**config.mk**
```make
export PLATFORM = sky130hd
export DESIGN_NAME = mem_stage_lsu_flat
export DESIGN_NICKNAME = d
export VERILOG_FILES = /design/src/rtl/mem_stage_lsu_if.sv /design/src/rtl/mem_stage_lsu.sv /design/src/flat_wrapper.sv
export SDC_FILE = /design/constraint.sdc
export NUM_CORES = 1
export LEC_CHECK = 0
export ABC_AREA = 1
export BUFFER_PORTS_ARGS = -buffer_cell sky130_fd_sc_hd__buf_2
export CELL_PAD_IN_SITES_DETAIL_PLACEMENT = 0
export CELL_PAD_IN_SITES_GLOBAL_PLACEMENT = 1
export CORE_ASPECT_RATIO = 1.4
export CORE_MARGIN = 3
export CORE_UTILIZATION = 30
export DETAILED_ROUTE_END_ITERATION = 6
export PLACE_DENSITY_LB_ADDON = 0.1
export SYNTH_ARGS = -nofsm -noshare
export SYNTH_HDL_FRONTEND = slang
export SYNTH_SLANG_ARGS = --single-unit
```
**constraint.sdc**
```tcl
create_clock -name clk -period 2 [get_ports clk]
set_input_delay 0.4 -clock clk [delete_from_list [all_inputs] [get_ports clk]]
set_output_delay 0.4 -clock clk [all_outputs]
set_load 0.005 [all_outputs]
```
**src/rtl/mem_stage_lsu_if.sv**
```systemverilog
// mem_stage_lsu_if: data-bus bundle between the MEM-stage LSU and memory.
// Request/grant phase plus a separate load-response phase.
interface mem_stage_lsu_if;
    logic        dreq;
    logic        dwe;
    logic [31:0] daddr;
    logic [3:0]  dbe;
    logic [31:0] dwdata;
    logic        dgnt;
    logic        drvalid;
    logic [31:0] drdata;

    modport master (
        output dreq, dwe, daddr, dbe, dwdata,
        input  dgnt, drvalid, drdata
    );

    modport slave (
        input  dreq, dwe, daddr, dbe, dwdata,
        output dgnt, drvalid, drdata
    );
endinterface

```
**src/rtl/mem_stage_lsu.sv**
```systemverilog
// mem_stage_lsu: MEM-stage load/store unit driving a req/gnt/resp data bus.
// Optional LSU_MISALIGN_CHECK_EN suppresses misaligned halfword/word accesses.
module mem_stage_lsu #(
    parameter int unsigned TIMEOUT = 255
) (
    input  logic        clk,
    input  logic        clr,
    input  logic        MemReadM,
    input  logic        MemWriteM,
    input  logic [2:0]  Funct3M,
    input  logic [31:0] ALUResultM,
    input  logic [31:0] WriteDataM,
    output logic [31:0] ReadDataM,
    output logic        StallM,
    output logic        BusErrM,
    output logic        MisalignM,
    mem_stage_lsu_if.master bus
);

    typedef enum logic [1:0] {IDLE, REQ, RESP, DONE} state_t;

    state_t      state;
    state_t      state_d;
    logic [15:0] cnt;
    logic [31:0] rdata;
    logic        err_q;
    logic        mis_q;

    logic        acc;
    logic        is_st;
    logic        is_b;
    logic        is_h;
    logic        is_w;
    logic        sx;
    logic [1:0]  off;
    logic        mis;
    logic        tmo;
    logic        req;

    logic        cap;
    logic [31:0] cap_val;
    logic        err_d;
    logic        mis_d;

    logic [3:0]  be;
    logic [31:0] wd;
    logic [7:0]  ld_b;
    logic [15:0] ld_h;
    logic [31:0] fmt;

    // both enables high behaves as a store
    assign acc   = MemReadM | MemWriteM;
    assign is_st = MemWriteM;
    assign is_b  = (Funct3M[1:0] == 2'b00);
    assign is_h  = (Funct3M[1:0] == 2'b01);
    assign is_w  = ~is_b & ~is_h;
    assign sx    = ~Funct3M[2];
    assign off   = ALUResultM[1:0];

`ifdef LSU_MISALIGN_CHECK_EN
    assign mis = (is_h & off[0]) | (is_w & (off != 2'b00));
`else
    assign mis = 1'b0;
`endif

    assign tmo = (cnt == 16'(TIMEOUT - 1));

    assign req = ~clr & (((state == IDLE) & acc & ~mis) | (state == REQ));

    // store lane selection and replication
    always_comb begin
        be = 4'b1111;
        wd = WriteDataM;
        unique case (1'b1)
            is_b: begin
                be = 4'b0001 << off;
                wd = {4{WriteDataM[7:0]}};
            end
            is_h: begin
                be = off[1] ? 4'b1100 : 4'b0011;
                wd = {2{WriteDataM[15:0]}};
            end
            default: begin
                be = 4'b1111;
                wd = WriteDataM;
            end
        endcase
    end

    assign bus.dreq   = req;
    assign bus.dwe    = req & is_st;
    assign bus.daddr  = req ? {ALUResultM[31:2], 2'b00} : 32'd0;
    assign bus.dbe    = req ? be : 4'b0000;
    assign bus.dwdata = req ? wd : 32'd0;

    assign ld_b = bus.drdata[{off, 3'b000} +: 8];
    assign ld_h = bus.drdata[{off[1], 4'b0000} +: 16];

    // load lane extraction and sign/zero extension
    always_comb begin
        fmt = bus.drdata;
        unique case (1'b1)
            is_b:    fmt = {{24{sx & ld_b[7]}}, ld_b};
            is_h:    fmt = {{16{sx & ld_h[15]}}, ld_h};
            default: fmt = bus.drdata;
        endcase
    end

    // next-state, capture and flag decisions
    always_comb begin
        state_d = state;
        cap     = 1'b0;
        cap_val = 32'd0;
        err_d   = 1'b0;
        mis_d   = 1'b0;
        unique case (state)
            IDLE: begin
                if (acc) begin
                    if (mis) begin
                        state_d = DONE;
                        cap     = 1'b1;
                        mis_d   = 1'b1;
                    end else if (bus.dgnt) begin
                        state_d = is_st ? DONE : RESP;
                    end else begin
                        state_d = REQ;
                    end
                end
            end
            REQ: begin
                if (bus.dgnt) begin
                    state_d = is_st ? DONE : RESP;
                end else if (tmo) begin
                    state_d = DONE;
                    cap     = 1'b1;
                    err_d   = 1'b1;
                end
            end
            RESP: begin
                if (bus.drvalid) begin
                    state_d = DONE;
                    cap     = 1'b1;
                    cap_val = fmt;
                end else if (tmo) begin
                    state_d = DONE;
                    cap     = 1'b1;
                    err_d   = 1'b1;
                end
            end
            DONE: begin
                state_d = IDLE;
            end
            default: begin
                state_d = IDLE;
            end
        endcase
    end

    // state, read-data register and one-cycle DONE flags
    always_ff @(posedge clk or posedge clr) begin
        if (clr) begin
            state <= IDLE;
            rdata <= 32'd0;
            err_q <= 1'b0;
            mis_q <= 1'b0;
        end else begin
            state <= state_d;
            err_q <= err_d;
            mis_q <= mis_d;
            if (cap) begin
                rdata <= cap_val;
            end
        end
    end

    // wait counter restarts on each entry to REQ or RESP
    always_ff @(posedge clk or posedge clr) begin
        if (clr) begin
            cnt <= 16'd0;
        end else if ((state_d == REQ || state_d == RESP) && state_d != state) begin
            cnt <= 16'd0;
        end else if (state == REQ || state == RESP) begin
            cnt <= cnt + 16'd1;
        end else begin
            cnt <= 16'd0;
        end
    end

    assign StallM    = acc & (state != DONE);
    assign ReadDataM = rdata;
    assign BusErrM   = err_q;
`ifdef LSU_MISALIGN_CHECK_EN
    assign MisalignM = mis_q;
`else
    assign MisalignM = 1'b0;
`endif

endmodule

```
**src/flat_wrapper.sv**
```systemverilog
// flat-port wrapper written by rule: the top's interface ports become plain ports
module mem_stage_lsu_flat 
#(
    parameter int unsigned TIMEOUT = 255
)
  (clk, clr, MemReadM, MemWriteM, Funct3M, ALUResultM, WriteDataM, ReadDataM, StallM, BusErrM, MisalignM, bus_dreq, bus_dwe, bus_daddr, bus_dbe, bus_dwdata, bus_dgnt, bus_drvalid, bus_drdata);
  mem_stage_lsu_if bus_i ();
  input  logic clk;
  input  logic clr;
  input  logic MemReadM;
  input  logic MemWriteM;
  input  logic [2:0] Funct3M;
  input  logic [31:0] ALUResultM;
  input  logic [31:0] WriteDataM;
  output logic [31:0] ReadDataM;
  output logic StallM;
  output logic BusErrM;
  output logic MisalignM;
  output wire logic [$bits(bus_i.dreq)-1:0] bus_dreq;
  output wire logic [$bits(bus_i.dwe)-1:0] bus_dwe;
  output wire logic [$bits(bus_i.daddr)-1:0] bus_daddr;
  output wire logic [$bits(bus_i.dbe)-1:0] bus_dbe;
  output wire logic [$bits(bus_i.dwdata)-1:0] bus_dwdata;
  input wire logic [$bits(bus_i.dgnt)-1:0] bus_dgnt;
  input wire logic [$bits(bus_i.drvalid)-1:0] bus_drvalid;
  input wire logic [$bits(bus_i.drdata)-1:0] bus_drdata;
  assign bus_dreq = bus_i.dreq;
  assign bus_dwe = bus_i.dwe;
  assign bus_daddr = bus_i.daddr;
  assign bus_dbe = bus_i.dbe;
  assign bus_dwdata = bus_i.dwdata;
  assign bus_i.dgnt = bus_dgnt;
  assign bus_i.drvalid = bus_drvalid;
  assign bus_i.drdata = bus_drdata;
  mem_stage_lsu #(.TIMEOUT(TIMEOUT)) u_core (.clk(clk), .clr(clr), .MemReadM(MemReadM), .MemWriteM(MemWriteM), .Funct3M(Funct3M), .ALUResultM(ALUResultM), .WriteDataM(WriteDataM), .ReadDataM(ReadDataM), .StallM(StallM), .BusErrM(BusErrM), .MisalignM(MisalignM), .bus(bus_i));
endmodule
```
==> impl_results.rst <==
.. list-table::
   :header-rows: 1

   * - Metric
     - Value
   * - Final Hold Vio Count
     - 0
   * - Max-cap violations
     - 0
   * - Fraction of layout cells with a size suffix above 1
     - 0.4030
   * - Final Max Slew Viols
     - 0
   * - Unrepaired setup endpoints after global routing
     - true
   * - Layout Cells excl Fill
     - 956
   * - Register bit total from synthesis
     - 51
   * - Mapped Area
     - 3781 sq um
   * - Pleak
     - 0.003207 uW
   * - CTS sink count
     - 51
   * - Global route hottest layer
     - met2
   * - Synthesized-area fraction occupied by and/or/nand/nor cells
     - 0.3508
   * - Final weighted congestion of routability-driven global placement
     - 0.8367
   * - Crit share post-route
     - 1.053
   * - Setup-failing EPs final
     - 66
   * - Clock slew seen by the registers of the worst setup and hold paths
     - 0.08 ns
   * - Class of the worst hold path
     - input pin to asynchronous set/reset pin
   * - Most instantiated flip-flop cell in the synthesis netlist
     - dfrtp_1
   * - M3 GR Usage
     - 0.05033
   * - Startpoint types
     - flip-flop
   * - Mux cell area share after synthesis
     - 0
   * - Switching power as a share of total power
     - 0.4385
   * - Routed length per placed instance
     - 15.09 microns
   * - Number of nets with antenna violations after routing
     - 0
   * - Critical path cell sequence
     - inv_2 -> ha_4 -> o21ai_2 -> a21oi_4 -> inv_4 -> buf_12 -> nor2_1 -> buf_2
   * - Yosys warning total
     - 0
   * - Starting utilization of the core area
     - 0.3136
   * - Synth async-reset ratio
     - 1.000
   * - First-pass GRT wire length
     - 22670 microns
   * - Met1 Usage GRT
     - 0.2272
   * - Maximum number of pins on one net before global-route repair
     - 33
   * - Flop pwr share
     - 0.257
   * - Final routed wirelength across all metal layers
     - 14420 microns
   * - TritonCTS clock tree
     - done
   * - Via count
     - 4447
   * - Vias per inst
     - 4.652
   * - Failing checks
     - negative setup slack
   * - Post-synthesis share of cell area spent on full adders, half adders and majority gates
     - 0.02316
   * - Per-instance average area after synthesis
     - 6.475 sq um
   * - Slew at the pin closest to its max-slew limit
     - between 0.7 and 0.8 ns
   * - Highest-count cells in the layout ignoring fill and taps
     - buf_2 (206), nor2_1 (126), nand2_1 (126)
   * - Largest family of logic cells by synthesized area
     - simple AND/OR/NAND/NOR gates
   * - Ant. Diodes
     - 0
   * - Worst-skew pair later-pin latency
     - approximately 0.3 ns
   * - Final #Nets
     - 920
   * - Power spent charging and discharging nets
     - roughly 2600 uW
   * - Slowest cell on the critical path
     - dfrtp_2
   * - Vias in the first global route
     - around 4500
   * - Maximum vdd drop
     - 0.3686 mV
   * - Combinational power share
     - 0.591
   * - Worst Setup Path Type
     - flip-flop to output port
   * - Pre-CTS setup slack
     - between 0.03 and 0.04 ns
   * - HPWL Detailed
     - 11650 microns
   * - Length of the first detailed-routing pass in iterations
     - 4
   * - Sequential share of the synthesized area
     - 0.3375
   * - Core outline area
     - 12060 sq um
   * - Cell area after layout
     - around 5500 sq um
   * - Cell area power density
     - 1074 nW/um^2
   * - Cell count after synthesis
     - 584
   * - Critical Path AT
     - 1.71 ns
   * - Remaining Overflow, GRT
     - 0
   * - Count of distinct cell types in the synthesized netlist
     - 37
   * - Met2 track demand over resource in global routing
     - 0.3624
   * - Overall die width
     - 100.9 microns
   * - Required time of the worst setup path
     - 1.60 ns
   * - Number of I/O pins
     - 210
   * - Fraction of the mapped netlist area in compound gates
     - 0.1552
   * - Status
     - finished, violations left
   * - Area Overhead vs Synth
     - 45.67%
   * - H-tree depth reported by CTS
     - 2
   * - Buffer depth of the longest clock path
     - 2
   * - Crit Path Max Fanout
     - 21
   * - Clk network pwr share
     - 0.153
   * - Root buffer cell
     - clkbuf_16
   * - Initial antenna violation count
     - 1
   * - # port buffers
     - 206
   * - Internal power
     - 3320 uW
   * - Worst Setup End Kind
     - output port
   * - Most common library cell in the layout ignoring fill and taps
     - buf_2
   * - Clock buffer count from CTS
     - 5
   * - Post-route DRC violation count
     - 0
   * - Die area
     - approximately 14000 sq um
   * - Max Fclk
     - between 400 and 500 MHz
   * - Number of enable flip-flop cells after synthesis
     - 0
   * - Total global-route track usage
     - 0.2006
   * - Delay of the slowest critical-path stage
     - 0.44 ns
   * - Final Skew
     - 0.01089 ns
   * - Detailed Route Iter0 Violations
     - 147
   * - Time the worst path needs with I/O delays and setup
     - 2.106 ns
   * - Placed instance count
     - roughly 940
   * - Die Span Y
     - 138.8 microns
   * - Post-synthesis share of cell area spent on xor and xnor gates
     - 0
   * - Post-route setup slack
     - -0.1065 ns
   * - Row Count
     - 47
   * - DP Area
     - 5096 sq um
   * - Worst slew margin relative to its limit
     - 0.4924
-- cell families (layout without fill, tap and decap cells) --
group | count (synthesis) | after routing
buf+inv | 120 | 342
fa+ha+maj | 7 | 7
simple gates | 313 | 314
compound gates | 92 | 92
flops | 51 | 51
other cells | 1 | 3
-- power by group through the flow --
| stage | combinational, uW | clock (uW) | sequential [uW] |
|---|---|---|---|
| final | 3490 | 902 | 1520 |
| after global routing | 3880 | 957 | 1560 |
| after global placement | 2900 | 0 | 1520 |
| after floorplan | 1630 | 0 | 1550 |
| after CTS | 3040 | 931 | 1510 |
| after detailed placement | 2900 | 0 | 1530 |
-- routing by layer --
| metal | routed length, microns | vias up | part of all wire |
|---|---|---|---|
| met2 | 7571 | 145 | 0.52 |
| li1 | - | 2267 | - |
| met3 | 945 | 23 | 0.066 |
| met5 | 7 | - | 0.00049 |
| met4 | 332 | 2 | 0.023 |
| met1 | 5565 | 2010 | 0.39 |
-- metrics by stage --
stage	util	setup TNS, ns	power (uW)	hold slack [ns]
6_report	0.4569	-4.412	5913	0.1548
5_1_grt	0.4569	-11.39	6397	0.2017
2_1_floorplan	-	0	3178	0.4654
4_1_cts	0.4418	-3.779	5484	0.1670
3_5_place_dp	0.4227	0	4429	0.4644
3_3_place_gp	0.4227	0	4415	0.4606
-- worst max-delay path, delay by kind of cell, from the launching register on --
family	cells	cell delay, ns
buffers and inverters	4	0.50
flip-flops	1	0.44
AO/OA/AOI/OAI	2	0.25
adder cells (fa/ha/maj)	1	0.13
AND/OR/NAND/NOR	1	0.10
-- area by class of cell --
| class | count | area [sq um] |
|---|---|---|
| clock inverter | 2 | 16.27 |
| sequential | 51 | 1277 |
| timing repair buffer | 238 | 1336 |
| fill | 1253 | 6548 |
| clock buffer | 6 | 138.9 |
| tap | 147 | 183.9 |
| inverter | 96 | 362.8 |
| multi-input combinational | 416 | 2192 |
-- cell usage after synthesis (3+ instances only) --
cell type  count  share of area
nand2_4        3         0.0089
o21ai_0       19          0.025
buf_4          3         0.0060
inv_2          6         0.0060
clkinv_1       3         0.0030
nor2_1       134           0.13
nand4_1        4         0.0066
o221ai_1       8          0.019
o21ai_1        4         0.0053
a21oi_1       22          0.029
clkbuf_1      10         0.0099
inv_1         87          0.086
nor2_2        14          0.023
o22ai_1       15          0.025
nand2_1      126           0.13
nand3_1       13          0.017
o21ai_2       10          0.023
nand3b_1       3         0.0060
dfrtp_1       51           0.34
o211ai_1       7          0.014
buf_2          9          0.012
ha_1           7          0.023
nand2_2        9          0.015
-- registers in the layout (all words and copies together) (netlist names) --
name,flops
u_core.ReadDataM,32
u_core.state,2
u_core.cnt,16
u_core.BusErrM,1
-- what timing repair did --
action,CTS,global route
setup buffers,2,4
pin swaps,6,10
setup endpoints to repair,68,116
resized for setup,26,34
hold endpoints to repair,0,0
hold buffers,0,0
cloned,1,1
-- worst paths after layout --
| path | startpoint | endpoint | slack, ns | cells after the start |
|---|---|---|---|---|
| hold reg to reg | u_core.ReadDataM[20]$_DFFE_PP0P_ | u_core.ReadDataM[20]$_DFFE_PP0P_ | 0.48 | 2 |
| min in group clk | bus_drdata[22] | u_core.ReadDataM[22]$_DFFE_PP0P_ | 0.40 | 3 |
| setup reg to reg | u_core.state[0]$_DFF_PP0_ | u_core.cnt[4]$_DFF_PP0_ | 0.12 | 12 |
| max in group asynchronous | clr | u_core.ReadDataM[5]$_DFFE_PP0P_ | 1.30 | 3 |
| setup / recovery | u_core.state[0]$_DFF_PP0_ | bus_dwdata[18] | -0.11 | 8 |
| hold / removal | clr | u_core.cnt[14]$_DFF_PP0_ | 0.15 | 2 |
(Power assumes the default switching activity.)
